`src/rtl/sampling_tracker_pkg.sv`:
```
`default_nettype none
// ============================================================================
//  Module      : sampling_tracker_pkg
//  Description : Shared constants and helpers for the multi-channel sampling
//                tracker front end: channel limit, CSR field widths and the
//                page-address extraction function.
//  Revision    : 1.0 - initial multi-channel release
// ============================================================================
package sampling_tracker_pkg;

    // Upper limit on snooped channels; the arbiter scan is sized to this.
    localparam int MAX_CHAN     = 8;
    // Width of the sample-period CSR field.
    localparam int CSR_PERIOD_W = 8;

    // Returns the upper data_size bits of an addr_size-bit address, right
    // aligned and zero-extended (page number at page granularity).
    function automatic logic [63:0] page_addr(input logic [63:0] addr,
                                              input int          addr_size,
                                              input int          data_size);
        logic [63:0] w_mask;
        w_mask = (64'd1 << data_size) - 64'd1;
        return (addr >> (addr_size - data_size)) & w_mask;
    endfunction

endpackage
`default_nettype wire

```
`src/rtl/sampling_tracker_mux_fifo.sv`:
```
`default_nettype none
// ============================================================================
//  Module      : st_sync_fifo
//  Description : Synchronous first-word-fall-through FIFO with full/empty.
//                A write into a full FIFO is accepted when a read happens in
//                the same cycle.
//  Ports       : clk, rstn (sync, active-low)
//                i_wr_en / i_wr_data / o_full   - write side
//                i_rd_en / o_rd_data / o_empty  - read side (data valid
//                                                 whenever !o_empty)
//  Revision    : 1.0 - initial release
// ============================================================================
module st_sync_fifo #(
    parameter int WIDTH = 21,
    parameter int DEPTH = 16
) (
    input  logic             clk,
    input  logic             rstn,
    input  logic             i_wr_en,
    input  logic [WIDTH-1:0] i_wr_data,
    output logic             o_full,
    input  logic             i_rd_en,
    output logic [WIDTH-1:0] o_rd_data,
    output logic             o_empty
);
    localparam int AW = $clog2(DEPTH);

    // Pointers carry one extra wrap bit to tell full from empty.
    logic [AW:0]      r_wptr;
    logic [AW:0]      r_rptr;
    logic [WIDTH-1:0] r_mem [DEPTH];
    logic             w_wr;
    logic             w_rd;

    assign o_empty   = (r_wptr == r_rptr);
    assign o_full    = (r_wptr[AW] != r_rptr[AW]) && (r_wptr[AW-1:0] == r_rptr[AW-1:0]);
    assign w_rd      = i_rd_en && !o_empty;
    assign w_wr      = i_wr_en && (!o_full || w_rd);
    assign o_rd_data = r_mem[r_rptr[AW-1:0]];

    always_ff @(posedge clk) begin
        if (!rstn) begin
            r_wptr <= '0;
            r_rptr <= '0;
        end else begin
            if (w_wr) r_wptr <= r_wptr + (AW+1)'(1);
            if (w_rd) r_rptr <= r_rptr + (AW+1)'(1);
        end
    end

    always_ff @(posedge clk) begin
        if (w_wr) r_mem[r_wptr[AW-1:0]] <= i_wr_data;
    end

endmodule
`default_nettype wire

```
`src/rtl/sampling_tracker_mux.sv`:
```
`default_nettype none
// ============================================================================
//  Module      : sampling_tracker_mux
//  Description : Snoops NUM_CHAN AXI AR/AW address channels, filters each
//                handshake by a CSR window and a 1-in-N sampler, buffers the
//                page address per channel and round-robin merges the buffers
//                into one valid/ready stream for the hot tracker.
//  Ports       : clk, rstn (sync, active-low)
//                ch_ar*/ch_aw*     - snooped address channels (packed/chan)
//                csr_*             - window, write-track and sample period
//                out_addr_valid/out_addr/out_chan/out_addr_ready - output
//                mem_chan_rd_en    - per-channel in-window AR handshake pulse
//                drop_cnt          - per-channel saturating drop counters
//  Revision    : 1.0 - initial multi-channel release
// ============================================================================
module sampling_tracker_mux
    import sampling_tracker_pkg::*;
#(
    parameter int NUM_CHAN   = 2,
    parameter int ADDR_SIZE  = 33,
    parameter int DATA_SIZE  = 21,
    parameter int FIFO_DEPTH = 16,
    parameter int DROP_CNT_W = 16
) (
    input  logic                             clk,
    input  logic                             rstn,
    input  logic [NUM_CHAN-1:0]              ch_arvalid,
    input  logic [NUM_CHAN-1:0]              ch_arready,
    input  logic [NUM_CHAN*ADDR_SIZE-1:0]    ch_araddr,
    input  logic [NUM_CHAN-1:0]              ch_awvalid,
    input  logic [NUM_CHAN-1:0]              ch_awready,
    input  logic [NUM_CHAN*ADDR_SIZE-1:0]    ch_awaddr,
    input  logic [ADDR_SIZE-1:0]             csr_addr_ub,
    input  logic [ADDR_SIZE-1:0]             csr_addr_lb,
    input  logic                             csr_range_en,
    input  logic                             csr_wr_track_en,
    input  logic [CSR_PERIOD_W-1:0]          csr_sample_period,
    output logic                             out_addr_valid,
    output logic [ADDR_SIZE-1:0]             out_addr,
    output logic [((NUM_CHAN > 1) ? $clog2(NUM_CHAN) : 1)-1:0] out_chan,
    input  logic                             out_addr_ready,
    output logic [NUM_CHAN-1:0]              mem_chan_rd_en,
    output logic [NUM_CHAN*DROP_CNT_W-1:0]   drop_cnt
);
    localparam int CHAN_W = (NUM_CHAN > 1) ? $clog2(NUM_CHAN) : 1;
    localparam int PW     = CSR_PERIOD_W;

    // ------------------------------------------------------------------
    // CSR shadow registers (quasi-static inputs, one cycle of delay)
    // ------------------------------------------------------------------
    logic [ADDR_SIZE-1:0] r_ub;
    logic [ADDR_SIZE-1:0] r_lb;
    logic                 r_range_en;
    logic                 r_wr_en;
    logic [PW-1:0]        r_period;

    always_ff @(posedge clk) begin
        if (!rstn) begin
            r_ub       <= '0;
            r_lb       <= '0;
            r_range_en <= 1'b0;
            r_wr_en    <= 1'b0;
            r_period   <= '0;
        end else begin
            r_ub       <= csr_addr_ub;
            r_lb       <= csr_addr_lb;
            r_range_en <= csr_range_en;
            r_wr_en    <= csr_wr_track_en;
            r_period   <= csr_sample_period;
        end
    end

    // ------------------------------------------------------------------
    // Per-channel filter, sampler, capture register, FIFO, drop counter
    // ------------------------------------------------------------------
    logic [NUM_CHAN-1:0]  w_rd_fire;
    logic [NUM_CHAN-1:0]  w_avail;
    logic [NUM_CHAN-1:0]  w_take;
    logic [DATA_SIZE-1:0] w_head [NUM_CHAN];

    assign mem_chan_rd_en = w_rd_fire;

    for (genvar i = 0; i < NUM_CHAN; i++) begin : g_chan
        logic [ADDR_SIZE-1:0]  w_ar_addr;
        logic [ADDR_SIZE-1:0]  w_aw_addr;
        logic [ADDR_SIZE-1:0]  w_sel_addr;
        logic                  w_ar_in;
        logic                  w_aw_in;
        logic                  w_wr_fire;
        logic                  w_fire;
        logic                  w_keep;
        logic                  w_collide;
        logic [PW-1:0]         r_cnt;
        logic                  r_cap_v;
        logic [DATA_SIZE-1:0]  r_cap_d;
        logic                  w_fifo_wr;
        logic                  w_fifo_rd;
        logic                  w_fifo_full;
        logic                  w_fifo_empty;
        logic [DATA_SIZE-1:0]  w_fifo_dout;
        logic                  w_full_drop;
        logic [DROP_CNT_W-1:0] r_drop;
        logic [DROP_CNT_W:0]   w_drop_sum;

        assign w_ar_addr    = ch_araddr[i*ADDR_SIZE +: ADDR_SIZE];
        assign w_aw_addr    = ch_awaddr[i*ADDR_SIZE +: ADDR_SIZE];
        assign w_ar_in      = !r_range_en || ((w_ar_addr >= r_lb) && (w_ar_addr <= r_ub));
        assign w_aw_in      = !r_range_en || ((w_aw_addr >= r_lb) && (w_aw_addr <= r_ub));
        assign w_rd_fire[i] = ch_arvalid[i] && ch_arready[i] && w_ar_in;
        assign w_wr_fire    = ch_awvalid[i] && ch_awready[i] && w_aw_in && r_wr_en;
        assign w_fire       = w_rd_fire[i] || w_wr_fire;
        // Only one slot per channel per cycle: the read wins, the write drops.
        assign w_collide    = w_rd_fire[i] && w_wr_fire;
        assign w_sel_addr   = w_rd_fire[i] ? w_ar_addr : w_aw_addr;
        assign w_keep       = w_fire && ((r_period <= PW'(1)) || (r_cnt == '0));

        // The >= compare lets a shrinking period wrap a stale count cleanly.
        always_ff @(posedge clk) begin
            if (!rstn) begin
                r_cnt <= '0;
            end else if (w_fire) begin
                if ((r_period <= PW'(1)) || (r_cnt >= r_period - PW'(1)))
                    r_cnt <= '0;
                else
                    r_cnt <= r_cnt + PW'(1);
            end
        end

        always_ff @(posedge clk) begin
            if (!rstn) begin
                r_cap_v <= 1'b0;
                r_cap_d <= '0;
            end else begin
                r_cap_v <= w_keep;
                if (w_keep)
                    r_cap_d <= DATA_SIZE'(page_addr(64'(w_sel_addr), ADDR_SIZE, DATA_SIZE));
            end
        end

        // A captured beat bypasses an empty FIFO straight into the output
        // register when granted; otherwise it is enqueued behind older ones.
        assign w_avail[i]  = r_cap_v || !w_fifo_empty;
        assign w_head[i]   = w_fifo_empty ? r_cap_d : w_fifo_dout;
        assign w_fifo_rd   = w_take[i] && !w_fifo_empty;
        assign w_fifo_wr   = r_cap_v && !(w_take[i] && w_fifo_empty);
        assign w_full_drop = w_fifo_wr && w_fifo_full && !w_fifo_rd;

        st_sync_fifo #(
            .WIDTH (DATA_SIZE),
            .DEPTH (FIFO_DEPTH)
        ) u_fifo (
            .clk       (clk),
            .rstn      (rstn),
            .i_wr_en   (w_fifo_wr),
            .i_wr_data (r_cap_d),
            .o_full    (w_fifo_full),
            .i_rd_en   (w_fifo_rd),
            .o_rd_data (w_fifo_dout),
            .o_empty   (w_fifo_empty)
        );

        // Collision and overflow drops can land in the same cycle (+2).
        assign w_drop_sum = {1'b0, r_drop}
                          + {{DROP_CNT_W{1'b0}}, w_collide}
                          + {{DROP_CNT_W{1'b0}}, w_full_drop};

        always_ff @(posedge clk) begin
            if (!rstn)
                r_drop <= '0;
            else if (w_drop_sum[DROP_CNT_W])
                r_drop <= '1;
            else
                r_drop <= w_drop_sum[DROP_CNT_W-1:0];
        end

        assign drop_cnt[i*DROP_CNT_W +: DROP_CNT_W] = r_drop;
    end

    // ------------------------------------------------------------------
    // Round-robin arbiter and output register
    // ------------------------------------------------------------------
    logic [CHAN_W-1:0]    r_rr_ptr;
    logic                 r_out_valid;
    logic [ADDR_SIZE-1:0] r_out_addr;
    logic [CHAN_W-1:0]    r_out_chan;
    logic                 w_any;
    logic                 w_load;
    logic [CHAN_W-1:0]    w_idx;
    logic [CHAN_W-1:0]    w_grant;
    logic [CHAN_W-1:0]    w_next_ptr;
    logic [NUM_CHAN-1:0]  w_grant_oh;
    logic [DATA_SIZE-1:0] w_grant_data;

    // First available channel at or after r_rr_ptr.
    always_comb begin
        w_any        = 1'b0;
        w_idx        = '0;
        w_grant      = '0;
        w_next_ptr   = '0;
        w_grant_oh   = '0;
        w_grant_data = '0;
        for (int k = 0; k < MAX_CHAN; k++) begin
            if ((k < NUM_CHAN) && !w_any) begin
                w_idx = CHAN_W'((int'(r_rr_ptr) + k) % NUM_CHAN);
                if (w_avail[w_idx]) begin
                    w_any             = 1'b1;
                    w_grant           = w_idx;
                    w_grant_oh[w_idx] = 1'b1;
                    w_grant_data      = w_head[w_idx];
                    w_next_ptr        = CHAN_W'((int'(w_idx) + 1) % NUM_CHAN);
                end
            end
        end
    end

    assign w_load = w_any && (!r_out_valid || out_addr_ready);
    assign w_take = w_grant_oh & {NUM_CHAN{w_load}};

    always_ff @(posedge clk) begin
        if (!rstn) begin
            r_out_valid <= 1'b0;
            r_out_addr  <= '0;
            r_out_chan  <= '0;
            r_rr_ptr    <= '0;
        end else if (!r_out_valid || out_addr_ready) begin
            r_out_valid <= w_any;
            if (w_any) begin
                r_out_addr <= ADDR_SIZE'(w_grant_data);
                r_out_chan <= w_grant;
                r_rr_ptr   <= w_next_ptr;
            end
        end
    end

    assign out_addr_valid = r_out_valid;
    assign out_addr       = r_out_addr;
    assign out_chan       = r_out_chan;

endmodule
`default_nettype wire

```
`config.mk`:
```
export PLATFORM = sky130hd
export DESIGN_NAME = sampling_tracker_mux
export DESIGN_NICKNAME = d
export VERILOG_FILES = /design/src/rtl/sampling_tracker_pkg.sv /design/src/rtl/sampling_tracker_mux_fifo.sv /design/src/rtl/sampling_tracker_mux.sv
export SDC_FILE = /design/constraint.sdc
export NUM_CORES = 1
export LEC_CHECK = 0
export BUFFER_PORTS_ARGS = -buffer_cell sky130_fd_sc_hd__buf_2
export CAP_MARGIN = 0
export CORE_UTILIZATION = 50
export DETAILED_ROUTE_END_ITERATION = 10
export PLACE_DENSITY = 0.7
export SLEW_MARGIN = 20
export SYNTH_ARGS = -nofsm -noshare
export SYNTH_HDL_FRONTEND = slang
export SYNTH_SLANG_ARGS = --single-unit
```
`constraint.sdc`:
```
create_clock -name clk -period 7.02 [get_ports clk]
set_input_delay 0.351 -clock clk [delete_from_list [all_inputs] [get_ports clk]]
set_output_delay 0.351 -clock clk [all_outputs]
set_load 0.1 [all_outputs]
```
# == Yosys cells after proc, flatten, opt, wreduce, memory -nomap -nowiden ==
# Memory sizes are Yosys's and may differ from the RTL's. A register that Yosys moved wholly into a read port is not among the register bits.
# Index checks and enable logic that the tools add are counted.
# classes
order_cmp,17
eq_ne,6
n_bitwise,4
add_sub_neg,13
mux,45
reduce_logical,65
# op_table
operator,count
21-bit 2-to-1 mux,11
33-bit >= comparator,4
33-bit less-or-equal comparator,4
33-bit 2-to-1 mux,2
1-bit logical AND,37
16-bit by 1-bit adder with 17-bit output,2
17-bit by 1-bit adder with 17-bit output,2
16-bit 2-to-1 mux,2
"5-bit by 1-bit adder with 5-bit output, second input constant",4
1-bit 2-to-1 mux,19
"8-bit by 1-bit adder with 8-bit output, second input constant",2
8-bit >= comparator,2
8-bit zero test,2
4-bit 2-to-1 mux,4
8-bit 2-to-1 mux,2
1-bit logical OR,15
5-bit equality test,2
1-bit zero test,10
4-bit equality test,2
"8-bit by 1-bit less-or-equal comparator with 1-bit output, second input constant",1
"8-bit by 1-bit subtractor with 8-bit output, second input constant",1
2-bit 2-to-1 mux,3
"2-bit >= comparator, second input constant",2
"1-bit by 2-bit less-than comparator with 1-bit output, second input constant",2
8 further kinds,13
# word_totals
output_inout_bits,69
inputBits,219
n_memories,2
ff_bits,212
ram_bits,672
# memory_table
memory,depth,word_bits,read_ports,rd_ports_with_merged_regs,write_ports,line_no,text
g_chan[0].u_fifo.r_mem,16,21,1,1,1,sampling_tracker_mux_fifo.sv:31,logic [WIDTH-1:0] r_mem [DEPTH];
g_chan[1].u_fifo.r_mem,16,21,1,1,1,sampling_tracker_mux_fifo.sv:31,

# == Depth between registers and ports, before layout ==
# Gate-level depths: netlist of the first run.
# logic_depth
ltp_word,17
ltp_mapped,22

# == Hierarchy ==
# From an unflattened synthesis of the first run, not the netlist that was laid out.
# hier_totals
cells_unflattened,2715
hier_area_um2,41144.5
# modules_own_cells
mod,cells_per_inst,n_inst,seq_area_each_um2,area_per_inst_um2
sampling_tracker_mux,1612,1,3843.7,14341.3
st_sync_fifo (g_chan[0].u_fifo),552,1,10369.9,13402.9
st_sync_fifo (g_chan[1].u_fifo),551,1,10369.9,13400.4

# == Worst setup path before layout of the first run ==
# Ideal clock, no wire load.
# synth_timing
kind,register to register
startpoint,register r_ub[20]
endpoint,register g_chan[0].r_drop[11]
setup_ps,71
arrival_time_ps,5025
required_ps,6949
period_less_slack_ps,5095
path_stages_with_launch,19
setup_slack_ps,1925
path_cell_list,dfxtp_1 > inv_1 > ha_1 > nand4_1 > or4_1 > o21a_1 > a21oi_1 > and3_1 > clkbuf_1 > buf_2 > buf_1 > nand2_1 > fa_1 > inv_1 > ha_1 > nand4_1 > or3_1 > clkbuf_1 > a21oi_1
# synth_via
word_cells_on_any_way,13
# synth_rtl
item,line_no,text
start: declaration,sampling_tracker_mux.sv:51,logic [ADDR_SIZE-1:0] r_ub;
start signal: assignment,sampling_tracker_mux.sv:65,r_ub <= csr_addr_ub;
33-bit less-or-equal comparator,sampling_tracker_mux.sv:107,assign w_ar_in = !r_range_en || ((w_ar_addr >= r_lb) && (w_ar_addr <= r_ub));
1-bit logical AND,sampling_tracker_mux.sv:107,
1-bit logical OR,sampling_tracker_mux.sv:107,
1-bit logical AND,sampling_tracker_mux.sv:109,assign w_rd_fire[i] = ch_arvalid[i] && ch_arready[i] && w_ar_in;
via mem_chan_rd_en[0],sampling_tracker_mux.sv:42,"output logic [NUM_CHAN-1:0] mem_chan_rd_en,"
1-bit logical AND,sampling_tracker_mux.sv:113,assign w_collide = w_rd_fire[i] && w_wr_fire;
16-bit by 1-bit adder with 17-bit output,sampling_tracker_mux.sv:164,"+ {{DROP_CNT_W{1'b0}}, w_collide}"
17-bit by 1-bit adder with 17-bit output,sampling_tracker_mux.sv:165,"+ {{DROP_CNT_W{1'b0}}, w_full_drop};"
16-bit 2-to-1 mux,sampling_tracker_mux.sv:170,else if (w_drop_sum[DROP_CNT_W])
end signal: assignment,sampling_tracker_mux.sv:173,r_drop <= w_drop_sum[DROP_CNT_W-1:0];
end: declaration,sampling_tracker_mux.sv:102,logic [DROP_CNT_W-1:0] r_drop;
# The timed path passes the listed nets, and every way through them passes these cells.
# A chain may end at the register's enable or synchronous reset.

# == Worst setup path in the final report of the first run ==
# layout_timing
startpoint,register r_ub[24]
endpoint,register g_chan[1].r_drop[5]
# layout_via
elab_chain_cells,9
word_cells_on_any_way,13
# layout_lines
item,line_no,text
33-bit less-or-equal comparator,sampling_tracker_mux.sv:108,assign w_aw_in = !r_range_en || ((w_aw_addr >= r_lb) && (w_aw_addr <= r_ub));
1-bit logical AND,sampling_tracker_mux.sv:108,
1-bit logical OR,sampling_tracker_mux.sv:108,
1-bit logical AND (2 in a row),sampling_tracker_mux.sv:110,assign w_wr_fire = ch_awvalid[i] && ch_awready[i] && w_aw_in && r_wr_en;
1-bit logical AND (*),sampling_tracker_mux.sv:113,
16-bit by 1-bit adder with 17-bit output (*),sampling_tracker_mux.sv:164,
17-bit by 1-bit adder with 17-bit output (*),sampling_tracker_mux.sv:165,
16-bit 2-to-1 mux (*),sampling_tracker_mux.sv:170,
end signal: assignment,sampling_tracker_mux.sv:173,
end: declaration,sampling_tracker_mux.sv:102,
# Mark *: on every way between the ends. The rest lies on a longest branch, timed or not.

==> results.md, run 1 <==
* Fin area at between 40000 and 50000 um2
* Hold Vio Cnt, Final at 0
* Clk sinks at 892
* IO Count at 288
* Cell count after synthesis at 2923
* Avg Inst Size Synth at 14.1 um2
* Crit-path max FO at 29
* Pre-antenna DRT Iters at 5
* Final nets at approximately 3800
* Die ar. at 83500 um2
* Post-route DRC at 0
* Initial Utilization at 0.509
* Total CTS buffers at 90
* Post-synthesis sequential area ratio at 0.597
* Most common flop cell mapped by yosys: edfxtp_1
* Max Cap Viol at 0
* Worst-margin pin slew at roughly 1100 ps
* Reg clk slew, reported paths at 60 ps
* Max Freq at 191 MHz
* Fin. max-slew vios at 0
* Area post-placement at ~44000 um2
* Gr ovfl total at 0
* Final setup viols at 0
* Post-synth EDFFs at 672
* CP Class: reg2reg
* Slew headroom at 0.255
* Routed WL at 117000 um
* Port bufs at 275
* WP data arrival at ~5800 ps
* Startpoint Class: flip-flop
* Remaining antenna violation count at 0
* Number of global-route vias before repair at 27700
* Fraction of layout cells with a size suffix above 1 at 0.203
* Core Region at 80900 um2
* Initial drt markers at 2770
* Initial antenna violation count at 21
* Crit share post-route at 0.746
* Fraction of registers with async set/reset at 0
* WP data required at between 7000 and 8000 ps
* Leakage at 17.1 nW
* Netlist Area Pre-Place at a little over 40000 um2
* Area of the multi-input gates at 15800 um2
* Area delta synth->final at 15.7%
* Die Span Y at 289 um
* Tot GR Track Use at 0.282
* Overall die width at just under 300 um
* # rows at 104
* Avg Vias per Cell at just over 6
* Via count at 27100
* Register Area at approximately 25000 um2
* TNS Setup at 0 ps
* Clock Skew at 24.7 ps
* Top cell type's share of synthesized area at 0.490
* Fillers at 6219
* Tmin final at 5240 ps
* Crit path capture type: flip-flop
* Hpwl dp at 79100 um
* Synth area leader: edfxtp_1
* Yosys cell types at between 70 and 80
* VDD IR-drop max at 0.308 mV
* Clock Latency Late Sink at approximately 650 ps
* RSZ-0062 raised after global routing: no
* Status: completed
* Pin count of the biggest net entering global routing at 78
* Clock Tree Buf Depth at 3
* Yosys reg bits at 892
* Clock root cell: clkbuf_16
* Worst hold path type: in2reg
* First-pass GRT wire length at 173000 um
* CTS tree: yes
* H-tree levels at 3
* WL/cell at between 20 and 30 um
* Synth area leaders: edfxtp_1 49%, dfxtp_1 11%, mux4_2 9.2%, ha_1 9.1%, a211oi_1 1.8%
* Count of warnings emitted by yosys at 0
* Gp weighted congestion at just under 1
* Post-CTS resize count at 0
* Pwr dens at 287 nW/um2
==> layout by cell type (no fill, tap or decap), types with 15 or more instances in the layout <==
master / instances
edfxtp_1: 672
and2_1: 81
a31oi_1: 47
dlygate4sd3_1: 90
nor3_1: 56
mux4_2: 168
nor2b_1: 50
ha_1: 298
o22ai_1: 34
nand3_1: 53
inv_1: 117
and3_1: 21
nand2_1: 141
xnor2_1: 19
dfxtp_1: 214
a21o_1: 25
or3_1: 18
a211oi_1: 100
a221o_1: 15
a21oi_1: 137
nand4_1: 54
buf_2: 275
buf_4: 42
clkbuf_16: 94
nor2_4: 24
clkbuf_1: 24
o211ai_1: 29
o21ai_0: 48
mux2i_1: 50
a311oi_1: 19
xor2_1: 32
nor2_1: 111
==> kinds of logic (layout without fill, tap and decap cells) <==
family,Yosys count,in the layout,share of synthesized area
adders and majority gates,300,300,0.0916
DFF,892,892,0.597
xor gates and xnor gates,51,51,0.0109
muxes,218,218,0.104
other,1,18,0.0000911
and+or+nand+nor,678,678,0.0852
AOI/OAI and AO/OA,515,515,0.0836
buffers and inverters,268,693,0.0274
==> Yosys cell counts (34+ instances only) <==
cell type,n
nand3_1,53
mux2i_1,50
nor2_1,135
a21oi_1,138
buf_2,34
edfxtp_1,672
nor2b_1,50
a31oi_1,48
nand4_1,54
inv_1,118
mux4_2,168
a211oi_1,100
clkbuf_1,90
ha_1,298
nand2_1,141
nor3_1,65
o22ai_1,34
and2_1,82
dfxtp_1,220
o21ai_0,48
==> registers in the layout, indices dropped and copies added, names as in the netlist, named ones only <==
register	flops
out_chan	1
r_wr_en	1
out_addr	21
r_period	8
g_chan.r_cap_d	42
g_chan.u_fifo.r_mem	672
g_chan.r_cnt	16
g_chan.r_drop	32
r_rr_ptr	1
g_chan.u_fifo.r_rptr	10
out_addr_valid	1
r_ub	33
g_chan.r_cap_v	2
r_range_en	1
g_chan.u_fifo.r_wptr	10
r_lb	33
==> stage by stage <==
stage | power, W | std cells | utilization | setup slack [ps] | hold WS [ps]
final | 0.0137 | 4425 | 0.588 | 1780 | 23.0
after global routing | 0.0142 | 4422 | 0.588 | 1440 | 14.0
after CTS | 0.0137 | 4419 | 0.588 | 1800 | 1.47
after detailed placement | 0.00901 | 4162 | 0.541 | 1760 | 488
after global placement | 0.00894 | 4162 | 0.541 | 1860 | 465
after floorplan | 0.00821 | 2934 | - | 1920 | 455
==> critical path, cell delays in order, from the launching register on <==
cell and delay [ps]:
dfxtp_1 320, inv_1 110, ha_1 340, nand4_1 190, nor4_1 630, a41oi_1 190, o22a_1 240, or2_1 230
buf_4 260, inv_4 310, nand2_1 150, fa_1 420, inv_1 70, ha_1 170, and3_1 210, nand3_1 140
nor2_1 200, inv_1 110, or3_1 600, a21oi_1 230
==> final timing paths <==
check	from	end	slack [ps]	depth (start not counted)
min	ch_awaddr[27]	g_chan[0].r_cap_d[15]$_SDFFE_PN0P_	20	2
max	r_ub[24]$_SDFF_PN0_	g_chan[1].r_drop[5]$_SDFF_PN0_	1780	19
max reg2reg	r_ub[24]$_SDFF_PN0_	g_chan[1].r_drop[5]$_SDFF_PN0_	1780	19
min reg2reg	g_chan[0].u_fifo.r_wptr[4]$_SDFFE_PN0P_	g_chan[0].u_fifo.r_wptr[4]$_SDFFE_PN0P_	490	2
==> report_power, final <==
group | leakage (nW) | internal, W | switching [W]
clock network | 1.41 | 0.00267 | 0.00203
logic | 7.67 | 0.00100 | 0.00184
registers | 8.00 | 0.00588 | 0.000256
total | 17.1 | 0.00955 | 0.00412
==> area by class of cell <==
cell class,count,area share
flip-flops and latches,892,0.516
multi-input cells,1774,0.331
repair buffers,407,0.0544
clock buffers,129,0.0539
well taps,1060,0.0278
inverters,119,0.00946
clock inverters,38,0.00670
diodes,6,0.000315
==> timing repair <==
| item | 4_1_cts | 5_1_grt |
|---|---|---|
| setup endpoints to repair | 0 | 0 |
| hold buffers | 90 | 0 |
| endpoints found under the hold margin | 88 | 0 |
| setup buffers | 0 | 0 |
==> per-layer routing <==
layer / global-route usage / vias to the layer above / wire length [um]
li1: - / 12100 / -
met1: 0.350 / 13400 / 44300
met2: 0.466 / 1271 / 56200
met3: 0.0624 / 334 / 10300
met4: 0.143 / 28 / 6220
met5: 0 / - / 175
(Power assumes the default switching activity.)
==> inputs of run 2 (changes only) <==
PLACE_DENSITY = 0.73   (was 0.7)
clock period = 4.3 ns   (was 7.02 ns; I/O delays follow)
==> results.md, run 2 (synthesis results as in run 1) <==
* TNS Setup at 0 ps (unchanged)
* WP data arrival at 4740 ps (was 5780 ps)
* Initial antenna violation count at 16 (was 21)
* Via count at 28300 (was 27100)
* Total CTS buffers at 89 (was 90)
* R2R Path End: g_chan[1].r_drop[0]$_SDFF_PN0_ (was g_chan[1].r_drop[5]$_SDFF_PN0_)
* Overall die width at 289 um (unchanged)
* Remaining antenna violation count at 0 (unchanged)
* Dpl ws at 52.1 ps (was 1760 ps)
* Clock Skew at 36.8 ps (was 24.7 ps)
* Initial drt markers at 2767 (was 2770)
* Gate power share at 0.216 (was 0.208)
* Crit-path cells: inv_1, ha_1, and4_1, a221o_1, a22o_1, o41a_1, o22a_1, or2_4, inv_8, nand2_4, fa_2, inv_1, ha_2, and3_4, nand3_4, nor2_4, inv_2, or3_4, a21oi_1 (was inv_1, ha_1, nand4_1, nor4_1, a41oi_1, o22a_1, or2_1, buf_4, inv_4, nand2_1, fa_1, inv_1, ha_1, and3_1, nand3_1, nor2_1, inv_1, or3_1, a21oi_1)
* Metal2 WL at 54100 um (was 56200 um)
* Commonest cells after routing, fill and taps aside: 672 x edfxtp_1, 296 x ha_1, 274 x buf_2, 213 x dfxtp_1, 168 x mux4_2 (was 672 x edfxtp_1, 298 x ha_1, 275 x buf_2, 214 x dfxtp_1, 168 x mux4_2)
* Startpoint Class: flip-flop (unchanged)
* Fillers at 6087 (was 6219)
* Clock root cell: clkbuf_16 (unchanged)
* Post-route DRC at 0 (unchanged)
* Max stage delay on crit path at 400 ps (was 630 ps)
* Post-route insts no fill at 4578 (was 4425)
* R2r worst-path depth at 19 (unchanged)
* Gp weighted congestion at 0.947 (was 0.965)
* Hpwl dp at 78400 um (was 79100 um)
* IO Count at 288 (unchanged)
* Worst-margin pin slew at 1130 ps (was 1120 ps)
* Max Used Layer: met5 (unchanged)
* R2R setup slack at 120 ps (was 1780 ps)
* Port bufs at 275 (unchanged)
* Fin. max-slew vios at 0 (unchanged)
* Number of global-route vias before repair at 28100 (was 27700)
* VDD IR-drop max at 0.503 mV (was 0.308 mV)
* Area post-placement at 44500 um2 (was 43800 um2)
* Die Span Y at 289 um (unchanged)
* Routed WL at 118000 um (was 117000 um)
* Avg Vias per Cell at 6.18 (was 6.13)
* # rows at 104 (unchanged)
* Max Freq at 239 MHz (was 191 MHz)
* Final setup viols at 0 (unchanged)
* Clock Power Share at 0.343 (was 0.344)
* Pre-antenna DRT Iters at 6 (was 5)
* Final nets at 3958 (was 3803)
* Die ar. at 83500 um2 (unchanged)
* Clock Tree Buf Depth at 3 (unchanged)
* Hold Vio Cnt, Final at 0 (unchanged)
* Tmin final at 4180 ps (was 5240 ps)
* Initial Utilization at 0.509 (unchanged)
* Pin count of the biggest net entering global routing at 98 (was 78)
* Tot GR Track Use at 0.282 (about the same)
* Most common cell after layout, fill and taps aside: edfxtp_1 (unchanged)
* Met3 WL at 11600 um (was 10300 um)
* Status: completed (unchanged)
* Crit path max-delay cell type: a221o_1 (was nor4_1)
* Final setup margin at 119 ps (was 1780 ps)
* Leakage at 17.9 nW (was 17.1 nW)
* Hold Startpoint: rstn (was ch_awaddr[27])
* Cell mode on critical path: inv_1 (unchanged)
* Worst hold path type: in2reg (unchanged)
* Clock Latency Late Sink at 670 ps (was 650 ps)
* CTS tree: yes (unchanged)
* Max Cap Viol at 0 (unchanged)
* WL/cell at 25.8 um (was 26.5 um)
* Sw power at 0.00680 W (was 0.00412 W)
* Crit-path max FO at 7 (was 29)
* Clk sinks at 892 (unchanged)
* Part of the power in registers at 0.441 (was 0.448)
* Crit Reg-Reg Startpoint: r_ub[1]$_SDFF_PN0_ (was r_ub[24]$_SDFF_PN0_)
* Crit. Startpoint: r_ub[1]$_SDFF_PN0_ (was r_ub[24]$_SDFF_PN0_)
* Dpl cells at 4242 (was 4162)
* Crit share post-route at 0.972 (was 0.746)
* Core Region at 80900 um2 (unchanged)
* Sw frac at 0.301 (was 0.302)
* P_int at 0.0158 W (was 0.00955 W)
* Met1 wire length at 45300 um (was 44300 um)
* H-tree levels at 3 (unchanged)
* Hold EP: r_ub[27]$_SDFF_PN0_ (was g_chan[0].r_cap_d[15]$_SDFFE_PN0P_)
* Fraction of layout cells with a size suffix above 1 at 0.222 (was 0.203)
* Gr ovfl total at 0 (unchanged)
* Slew headroom at 0.242 (was 0.255)
* Crit path capture type: flip-flop (unchanged)
* WHS Path Cells at 2 (unchanged)
* WP data required at 4860 ps (was 7560 ps)
* First-pass GRT wire length at 174000 um (was 173000 um)
* Reg clk slew, reported paths at 70 ps (was 60 ps)
* Pwr dens at 459 nW/um2 (was 287 nW/um2)
* Layout Utilization at 0.607 (was 0.588)
* Fin area at 49100 um2 (was 47600 um2)
* CP Class: reg2reg (unchanged)
* Flip-flop count of the largest register after layout at 672 (unchanged)
* Area delta synth->final at 19.3% (was 15.7%)
-- run 2: cell count changes in the layout (fill, tap and decap cells not counted), moves of 4 or more --
cell | previous run | this run
bufinv_16 | 3 | 7
nor2_4 | 24 | 1
inv_6 | 9 | 2
dlygate4sd3_1 | 90 | 164
clkbuf_16 | 94 | 89
dfxtp_4 | 2 | 6
buf_12 | 0 | 9
nor2_2 | 0 | 24
buf_4 | 42 | 114
-- run 2: worst max-delay path: cells and delay by family, from the launching register on --
family | cells | cell delay, ps
adder cells (fa/ha/maj) | 3 | 810
AO/OA/AOI/OAI | 5 | 1320
buffers and inverters | 4 | 260
flip-flops | 1 | 310
AND/OR/NAND/NOR | 7 | 1360
-- run 2: how the worst max path moves through the flow --
stage,endpoint,slack [ps],cells after the start
6_report,g_chan[1].r_drop[0]$_SDFF_PN0_,120,19
5_1_grt,g_chan[0].r_drop[0]$_SDFF_PN0_,-0.9,16
4_1_cts,g_chan[1].r_drop[0]$_SDFF_PN0_,30,19
2_1_floorplan,g_chan[1].r_drop[3]$_SDFF_PN0_,10,22
3_3_place_gp,g_chan[1].r_drop[1]$_SDFF_PN0_,100,19
3_5_place_dp,g_chan[1].r_drop[0]$_SDFF_PN0_,50,19
-- run 2: layout make-up --
| class | count | area [um2] | area share |
|---|---|---|---|
| multi-input combinational | 1775 | 15700 | 0.320 |
| clock inverter | 46 | 514 | 0.0105 |
| inverter | 119 | 457 | 0.00930 |
| clock buffer | 118 | 2390 | 0.0486 |
| tap | 1060 | 1330 | 0.0270 |
| sequential | 892 | 24600 | 0.501 |
| timing repair buffer | 562 | 4060 | 0.0827 |
| antenna | 6 | 15.0 | 0.000306 |
-- run 2: routing by layer --
| layer | vias up | GRT usage |
|---|---|---|
| met3 | 355 | 0.0639 |
| met5 | - | 0 |
| li1 | 12400 | - |
| met4 | 26 | 0.150 |
| met2 | 1510 | 0.444 |
| met1 | 14000 | 0.366 |
-- run 2: power groups by stage --
stage               Clock, W  Sequential, W  Combinational (W)
CTS                  0.00781        0.00995            0.00482
detailed placement         0         0.0101            0.00465
floorplan                  0         0.0108            0.00264
global route         0.00814        0.00999            0.00518
finish               0.00774        0.00995            0.00487
global placement           0         0.0101            0.00460
-- run 2: what timing repair did --
action                     CTS  global route
hold buffers               164             0
gates resized for setup      0             9
setup endpoints to repair    0            37
hold endpoints to repair   118             0
setup buffers                0             1
-- run 2: metrics by stage --
stage               total power (W)  hold WS (ps)
finish                       0.0226          26.4
global route                 0.0233          28.7
CTS                          0.0226         0.202
detailed placement           0.0148           423
global placement             0.0147           420
floorplan                    0.0134           337
